`src/rtl/ledstrip_text_sequencer.sv`:
```
// Character-bitmap sequencer for the LED-strip text path: fetches 5x7 glyphs from a
// combinational ROM and streams them column by column over a valid/ready handshake.
module ledstrip_text_sequencer #(
    parameter int unsigned MSG_LEN  = 8,
    parameter int unsigned COLS     = 5,
    parameter int unsigned ROWS     = 7,
    parameter int unsigned GAP_COLS = 1
) (
    input  logic                         clk_i,
    input  logic                         rst_ni,
    input  logic                         msg_we_i,
    input  logic [$clog2(MSG_LEN)-1:0]   msg_waddr_i,
    input  logic [6:0]                   msg_wdata_i,
    input  logic [$clog2(MSG_LEN):0]     msg_len_i,
    input  logic                         start_i,
    input  logic                         loop_i,
    input  logic                         stop_i,
    output logic [6:0]                   rom_addr_o,
    input  logic [ROWS*COLS-1:0]         rom_data_i,
    output logic                         col_valid_o,
    input  logic                         col_ready_i,
    output logic [ROWS-1:0]              col_data_o,
    output logic                         col_last_o,
    output logic                         busy_o,
    output logic                         done_o
);

    localparam int unsigned AW      = $clog2(MSG_LEN);
    localparam int unsigned LW      = AW + 1;
    localparam int unsigned CIW     = (COLS > 1) ? $clog2(COLS) : 1;
    localparam int unsigned GW      = (GAP_COLS > 1) ? $clog2(GAP_COLS) : 1;
    localparam int unsigned GapLast = (GAP_COLS > 0) ? GAP_COLS - 1 : 0;

    typedef enum logic [1:0] {StIdle, StFetch, StEmit, StGap} state_e;

    state_e               state_q, state_d;
    logic [LW-1:0]        len_q, len_d;
    logic [AW-1:0]        char_idx_q, char_idx_d;
    logic [CIW-1:0]       col_idx_q, col_idx_d;
    logic [GW-1:0]        gap_idx_q, gap_idx_d;
    logic [ROWS*COLS-1:0] glyph_q, glyph_d;
    logic [6:0]           rom_addr_q, rom_addr_d;
    logic                 done_q, done_d;
    logic [6:0]           msg_q [MSG_LEN];

    logic                 handshake;
    logic                 last_char;
    logic                 end_of_char;
    logic                 len_ok;

    always_ff @(posedge clk_i or negedge rst_ni) begin
        if (!rst_ni) begin
            for (int i = 0; i < MSG_LEN; i++) begin
                msg_q[i] <= 7'h20;
            end
        end else if (msg_we_i) begin
            msg_q[msg_waddr_i] <= msg_wdata_i;
        end
    end

    always_ff @(posedge clk_i or negedge rst_ni) begin
        if (!rst_ni) begin
            state_q    <= StIdle;
            len_q      <= '0;
            char_idx_q <= '0;
            col_idx_q  <= '0;
            gap_idx_q  <= '0;
            glyph_q    <= '0;
            rom_addr_q <= 7'h20;
            done_q     <= 1'b0;
        end else begin
            state_q    <= state_d;
            len_q      <= len_d;
            char_idx_q <= char_idx_d;
            col_idx_q  <= col_idx_d;
            gap_idx_q  <= gap_idx_d;
            glyph_q    <= glyph_d;
            rom_addr_q <= rom_addr_d;
            done_q     <= done_d;
        end
    end

    always_comb begin
        state_d     = state_q;
        len_d       = len_q;
        char_idx_d  = char_idx_q;
        col_idx_d   = col_idx_q;
        gap_idx_d   = gap_idx_q;
        glyph_d     = glyph_q;
        rom_addr_d  = rom_addr_q;
        done_d      = 1'b0;
        end_of_char = 1'b0;

        col_valid_o = (state_q == StEmit) || (state_q == StGap);
        handshake   = col_valid_o && col_ready_i;
        last_char   = ({1'b0, char_idx_q} == (len_q - LW'(1)));
        len_ok      = (msg_len_i != '0) && (msg_len_i <= LW'(MSG_LEN));

        // ROM is combinational, so the address must be live during the fetch cycle itself.
        rom_addr_o  = (state_q == StFetch) ? msg_q[char_idx_q] : rom_addr_q;
        col_data_o  = (state_q == StEmit) ? glyph_q[col_idx_q*ROWS +: ROWS] : '0;
        busy_o      = (state_q != StIdle);
        done_o      = done_q;
        if (GAP_COLS > 0) begin
            col_last_o = last_char && (state_q == StGap) && (gap_idx_q == GW'(GapLast));
        end else begin
            col_last_o = last_char && (state_q == StEmit) && (col_idx_q == CIW'(COLS - 1));
        end

        unique case (state_q)
            StIdle: begin
                if (start_i && len_ok) begin
                    len_d      = msg_len_i;
                    char_idx_d = '0;
                    state_d    = StFetch;
                end
            end
            StFetch: begin
                glyph_d    = rom_data_i;
                rom_addr_d = rom_addr_o;
                col_idx_d  = '0;
                gap_idx_d  = '0;
                state_d    = StEmit;
            end
            StEmit: begin
                if (handshake) begin
                    if (col_idx_q == CIW'(COLS - 1)) begin
                        if (GAP_COLS > 0) begin
                            gap_idx_d = '0;
                            state_d   = StGap;
                        end else begin
                            end_of_char = 1'b1;
                        end
                    end else begin
                        col_idx_d = col_idx_q + CIW'(1);
                    end
                end
            end
            StGap: begin
                if (handshake) begin
                    if (gap_idx_q == GW'(GapLast)) begin
                        end_of_char = 1'b1;
                    end else begin
                        gap_idx_d = gap_idx_q + GW'(1);
                    end
                end
            end
            default: state_d = StIdle;
        endcase

        if (end_of_char) begin
            if (!last_char) begin
                char_idx_d = char_idx_q + AW'(1);
                state_d    = StFetch;
            end else begin
                done_d = 1'b1;
                if (loop_i) begin
                    char_idx_d = '0;
                    state_d    = StFetch;
                end else begin
                    state_d = StIdle;
                end
            end
        end

        // Abort wins over everything, including a same-cycle start or end of pass.
        if (stop_i) begin
            state_d = StIdle;
            done_d  = 1'b0;
        end
    end

endmodule

```
`config.mk`:
```
export PLATFORM = sky130hd
export DESIGN_NAME = ledstrip_text_sequencer
export DESIGN_NICKNAME = d
export VERILOG_FILES = /design/src/rtl/ledstrip_text_sequencer.sv
export SDC_FILE = /design/constraint.sdc
export NUM_CORES = 1
export LEC_CHECK = 0
export CAP_MARGIN = 15
export CORE_ASPECT_RATIO = 1.1
export CORE_MARGIN = 1.5
export CORE_UTILIZATION = 45
export DETAILED_ROUTE_END_ITERATION = 7
export GPL_ROUTABILITY_DRIVEN = 0
export PLACE_DENSITY = 0.68
export SLEW_MARGIN = 20
export SYNTH_ARGS = -nofsm -noshare
export SYNTH_HDL_FRONTEND = slang
export SYNTH_SLANG_ARGS = --single-unit
```
`constraint.sdc`:
```
create_clock -name clk_i -period 2.2 [get_ports clk_i]
set_input_delay 0.33 -clock clk_i [delete_from_list [all_inputs] [get_ports clk_i]]
set_output_delay 0.33 -clock clk_i [all_outputs]
set_load 0.02 [all_outputs]
```
==> metrics, run 1 <==
status=finished with violations; failing checks=negative setup slack; Post-synth EDFFs=0; ys flop type=dfrtp_1; RR Endpoint=rom_addr_q[5]; Leak=2.85 nW; DRT antenna net count=0; Chip Height=117 µm; Root Buffer Master=clkbuf_16; CTS tree=built; CTS clk-pin slew, worst paths=0.07 ns; Routed Wire Length=11.3 mm; Syn Inst Count=387; largest net degree at the start of global routing=51; Cell Rows=41; cell breakdown of the critical path=buf_12 -> mux4_2 -> mux2i_2 -> a21oi_2 -> buf_4; DR iter-0 viols=146; initial antenna violation count=0; H-tree Lvls=3; Worst Skew=0.00755 ns; Critical Path Max Stage Delay=0.51 ns; Yosys warning total=0; Synth cell types=46; area of the mapped netlist=5330 µm²; R2R cell count=11; Syn Area/Cell=13.8 µm²; CP endpoint kind=primary output; FF+latch count, synth=111; final worst path period share=1.01; PortBufs=73; beginning of the worst register-to-register path=char_idx_q[0]; Core ar.=11500 µm²; Die X=107 µm; worst vdd ir=0.453 mV; arrival time worst endpoint=1.89 ns; post-synthesis sequential area ratio=0.523; detailed-placement wirelength estimate=7.87 mm; fmax=0.450 GHz; Crit path depth=5; GR Overflow Total=0; worst path required time=1.87 ns; P per Cell Area=1210 nW/µm²; GRT Overall Usage=0.193; worst hold path class=primary input to asynchronous set/reset pin; routed vias=3481; asr flop ratio synth=1.00; Period minus WS final=2.22 ns; slew margin rel.=0.661; vias in the first global route=3628; slowest CP cell=mux4_2; R2R Setup Slk=0.14 ns; syn nets=452; max-slew violation count=0; Diodes inserted=0; wire length of the first global-routing pass=18.4 mm; Final Power=8.31 mW; CTS buffer count=9; P&R area growth vs syn=29.3%; Fin Setup TNS=-0.0243 ns; CTS max path bufs=2; Vias/cell=5.36; Crit Path Class=flop to primary output; crit path max fanout=8; endpoints failing setup=3; max-cap violations=0; drt drc=0; Fin. Hold Viols=0; die area=12500 µm²; # IOs=74; Sink Count=111; share of cells above drive strength 1=0.442; startpoint types=flop; nets=560; CP bufs+invs=2; Final WS setup=-0.0202 ns; Skew-Pair Late Insertion Delay=0.34 ns; RSZ-0062 raised after global routing=yes; Avg WL per Cell=17.4 µm; delay-heaviest family, CP=multiplexers; DRT Pass-1 Iters=4; worst-margin pin slew=0.508 ns; starting density of the core=0.464
-- power breakdown --
group	leakage, nW	switching (mW)	total, mW	internal, mW
Clock	0.148	0.701	1.71	1.01
Sequential	1.32	0.380	3.16	2.78
Combinational	1.39	1.49	3.45	1.96
-- repair_timing --
item                                   4_1_cts  5_1_grt
endpoints found under the hold margin       34        0
resized for setup                           58       30
setup endpoints to repair                   16       16
buffers inserted                            14        1
pin swaps                                    1        3
hold buffers                                 1        0
-- stage by stage --
step / hold slack (ns) / area (µm²) / utilization / std cells / worst slack [ns]
2_1_floorplan: 0.0344 / 5330 / - / 387 / 0.178
3_3_place_gp: 0.331 / 6440 / 0.561 / 620 / -0.0999
3_5_place_dp: 0.332 / 6440 / 0.561 / 620 / -0.121
4_1_cts: 0.502 / 6870 / 0.598 / 650 / -0.0552
5_1_grt: 0.515 / 6890 / 0.600 / 650 / -0.111
6_report: 0.493 / 6890 / 0.600 / 650 / -0.0202
-- cell families after synthesis --
group                      synth area share
muxes                                 0.298
DFF                                   0.523
and+or+nand+nor                      0.0657
AOI/OAI and AO/OA                    0.0575
buffers and inverters                0.0275
adders and majority gates            0.0211
xor gates and xnor gates            0.00658
-- cells in the mapped netlist (2+ instances only) --
cell type | count | area (µm²)
xor2_1 | 2 | 17.5
mux2_2 | 92 | 1040
inv_1 | 12 | 45.0
ha_1 | 9 | 113
o21ai_0 | 4 | 20.0
clkbuf_1 | 11 | 41.3
nand2b_1 | 8 | 50.1
nor2_1 | 9 | 33.8
buf_1 | 3 | 11.3
o31ai_1 | 2 | 15.0
a21oi_1 | 19 | 95.1
nand4b_1 | 3 | 26.3
nand2_1 | 13 | 48.8
buf_2 | 3 | 15.0
nand3_1 | 9 | 45.0
mux4_2 | 21 | 473
o21ai_1 | 2 | 10.0
o22ai_1 | 3 | 18.8
o211ai_1 | 2 | 15.0
a21boi_0 | 7 | 52.6
dfstp_2 | 9 | 236
nor3b_2 | 2 | 25.0
nor4_1 | 2 | 12.5
nor2b_1 | 3 | 18.8
a31oi_1 | 2 | 12.5
nor3_2 | 2 | 20.0
nor3_1 | 3 | 15.0
buf_4 | 3 | 22.5
xnor2_1 | 2 | 17.5
mux2i_1 | 8 | 80.1
dfrtp_1 | 102 | 2550
-- how the worst max path moves through the flow --
stage	from	end
6_report	char_idx_q[0]	rom_addr_o[1]
3_3_place_gp	char_idx_q[0]	rom_addr_o[6]
5_1_grt	char_idx_q[0]	rom_addr_o[1]
3_5_place_dp	char_idx_q[0]	rom_addr_o[6]
2_1_floorplan	state_q[1]	rom_addr_o[0]
4_1_cts	char_idx_q[0]	rom_addr_o[0]
-- cells in the final DEF, fill, tap and decap left out, drive strengths merged, types with 3 or more instances in the layout --
| cell type | netlist | routed |
|---|---|---|
| dfrtp | 102 | 102 |
| mux2 | 92 | 92 |
| clkdlybuf4s50 | 0 | 56 |
| buf | 10 | 53 |
| mux4 | 21 | 21 |
| clkbuf | 11 | 20 |
| a21oi | 19 | 19 |
| nand2 | 13 | 13 |
| inv | 12 | 13 |
| nor2 | 9 | 9 |
| nand3 | 9 | 9 |
| dfstp | 9 | 9 |
| ha | 9 | 9 |
| nand2b | 8 | 8 |
| mux2i | 8 | 8 |
| a21boi | 7 | 7 |
| o21ai | 7 | 7 |
| nor3 | 5 | 5 |
| nor2b | 3 | 3 |
| o22ai | 3 | 3 |
| nand4b | 3 | 3 |
| nor3b | 3 | 3 |
-- per-layer routing --
metal,part of all wire,GRT usage,up-vias
met5,0,0,-
met2,0.50,0.329,69
li1,-,-,1634
met4,0.0082,0.0542,0
met1,0.45,0.254,1771
met3,0.044,0.0388,7
-- final cells by class --
class	count	area [µm²]
clock buffer	13	240
clock inverter	3	68.8
fill	915	4600
inverter	12	45.0
multi-input combinational	243	2480
sequential	111	2790
tap	150	188
timing repair buffer	118	1080
-- registers in the layout (all words and copies together), names as in the netlist --
| signal | count |
|---|---|
| done_o | 1 |
| char_idx_q | 3 |
| col_idx_q | 3 |
| msg_q | 56 |
| rom_addr_q | 7 |
| len_q | 4 |
| state_q | 2 |
| glyph_q | 35 |
No activity file was read; power rests on OpenSTA's default activity.
==> run 2, diff against run 1 <==
==> constraint.sdc (replaced) <==
create_clock -name clk_i -period 2.7 [get_ports clk_i]
set_input_delay 0.405 -clock clk_i [delete_from_list [all_inputs] [get_ports clk_i]]
set_output_delay 0.405 -clock clk_i [all_outputs]
set_load 0.02 [all_outputs]
==> run 2 against run 1 <==
Net effect: the run now ends clean; routed wire length is 5.7% lower; core utilization fell by 2.7 points; clock skew down 0.0020 ns; hold slack got worse by 0.45 ns; first-iteration DRC count fell by 38%; sequential power is 18% lower; non-clock buffer count shrank 30; clock power is 25% lower; power shrank 25%; critical endpoint is now col_data_o[4].
==> metrics, run 2 (synthesis results as in run 1) <==
DR iter-0 viols=90; Final Power=6.22 mW; Core ar.=11500 µm²; share of cells above drive strength 1=0.353; wire length of the first global-routing pass=17.6 mm; met3 usage=0.0465; slowest CP cell=clkdlybuf4s50_1; worst vdd ir=0.678 mV; DRT antenna net count=0; commonest non-fill, non-tap cell in the layout=dfrtp_1; Period minus WS final=2.60 ns; RR Endpoint=col_idx_q[0]; Worst Skew=0.00560 ns; CTS max path bufs=2; fill count=949; routed vias=3319; H-tree Lvls=3; Multi-input gate area=2410 µm²; drt drc=0; DRT Pass-1 Iters=4; worst hold path class=primary input to asynchronous set/reset pin; most flop-heavy register=msg_q; clock share of power=0.207; crit path max fanout=11; worst path required time=2.30 ns; Critical Path Max Stage Delay=0.64 ns; worst slack, placed=0.262 ns; Final WS setup=0.0997 ns; P per Cell Area=945 nW/µm²; commonest non-fill, non-tap cells in the layout=100 x dfrtp_1, 92 x mux2_2, 64 x clkdlybuf4s50_1; P&R area growth vs syn=23.6%; cell breakdown of the critical path=mux4_2 -> nand2b_1 -> a21boi_0 -> clkdlybuf4s50_1; Diodes inserted=0; register area=2790 µm²; gr busiest metal=met2; # hold bufs at CTS=0; met1 Use GR=0.235; status=finished clean; Fin Setup TNS=0 ns; initial antenna violation count=0; Vias/cell=5.35; R2R cell count=6; Switching Share=0.315; startpoint types=flop; nets=530; Chip Height=117 µm; max-slew violation count=0; CTS tree=built; PortBufs=73; GRT Overall Usage=0.186; arrival time worst endpoint=2.20 ns; beginning of the worst register-to-register path=state_q[1]; die area=12500 µm²; Routed Wire Length=10.7 mm; Psw=1.96 mW; Fin. Hold Viols=0; flip-flop count of the largest register after layout=56; vias in the first global route=3566; CP endpoint kind=primary output; slew margin rel.=0.641; GR Overflow Total=0; Cell Rows=41; max-cap violations=0; detailed-placement wirelength estimate=7.51 mm; Avg WL per Cell=17.2 µm; # IOs=74; Seq pwr share=0.416; Sink Count=111; fmax=0.385 GHz; R2R Setup Slk=0.67 ns; final worst path period share=0.963; Skew-Pair Late Insertion Delay=0.34 ns; RSZ-0062 raised after global routing=no; M2 GR Usage=0.319; Comb pwr share=0.376; Root Buffer Master=clkbuf_16; CTS clk-pin slew, worst paths=0.07 ns; largest registers=msg_q: 56 flops, glyph_q: 35 flops, rom_addr_q: 7 flops; Leak=2.67 nW; largest net degree at the start of global routing=44; Crit Path Class=flop to primary output; Post-CTS Setup Bufs=0; starting density of the core=0.464; endpoints failing setup=0; P_int=4.26 mW; worst-margin pin slew=0.538 ns; CTS buffer count=9; Die X=107 µm
[run 2: final cells by class]
cell class / count / area share
clock inverter: 4 / 0.00418
sequential: 111 / 0.424
inverter: 12 / 0.00684
clock buffer: 12 / 0.0407
timing repair buffer: 88 / 0.130
multi-input combinational: 243 / 0.365
tap: 150 / 0.0285
[run 2: worst max path at each step]
stage                       start             to  cells after the start
detailed placement   col_idx_q[0]  col_data_o[4]                      4
CTS                    state_q[0]  col_data_o[4]                      4
floorplan              state_q[1]  rom_addr_o[0]                      6
finish               col_idx_q[0]  col_data_o[4]                      4
global placement    char_idx_q[0]  rom_addr_o[0]                      5
global route         col_idx_q[0]  col_data_o[5]                      4
[run 2: power groups by stage]
stage / logic (mW) / registers, mW / clock network [mW]
5_1_grt: 2.57 / 2.67 / 1.40
3_5_place_dp: 2.41 / 2.62 / 0
6_report: 2.34 / 2.59 / 1.29
3_3_place_gp: 2.34 / 2.60 / 0
2_1_floorplan: 1.78 / 2.48 / 0
4_1_cts: 2.37 / 2.59 / 1.33
[run 2: timing repair]
action,in CTS,in global routing
endpoints found under the hold margin,0,0
setup endpoints to repair,15,7
resized for setup,10,3
[run 2: per-stage QoR]
step | hold WS [ns] | instances | util | instance area, µm²
floorplan | 0.109 | 387 | - | 5330
global placement | 0.431 | 604 | 0.547 | 6280
detailed placement | 0.429 | 604 | 0.547 | 6280
CTS | 0.0619 | 620 | 0.572 | 6580
global route | 0.0772 | 620 | 0.573 | 6580
finish | 0.0435 | 620 | 0.573 | 6580
[run 2: per-layer routing]
metal	vias up	wire, µm	part of all wire
li1	1563	-	-
met1	1672	4740	0.44
met2	72	5350	0.50
met3	12	468	0.044
met4	0	119	0.011
met5	-	0	0
[run 2: worst max-delay path: cells and delay by family, from the launching register on]
| kind | cells | cell delay, ns |
|---|---|---|
| buf+inv | 1 | 0.64 |
| mux | 1 | 0.36 |
| compound gates | 1 | 0.21 |
| simple gates | 1 | 0.06 |
| flops | 1 | 0.57 |
==> run 3, diff against run 2 <==
--- a/config.mk
+++ b/config.mk
@@ -11,8 +11,10 @@
 export CORE_UTILIZATION = 45
 export DETAILED_ROUTE_END_ITERATION = 7
 export GPL_ROUTABILITY_DRIVEN = 0
+export GPL_TIMING_DRIVEN = 1
 export PLACE_DENSITY = 0.68
 export SLEW_MARGIN = 20
 export SYNTH_ARGS = -nofsm -noshare
 export SYNTH_HDL_FRONTEND = slang
 export SYNTH_SLANG_ARGS = --single-unit
+export TNS_END_PERCENT = 1
==> results of run 3 <==
The final DEF is identical to that of run 2; final timing and power are the same.
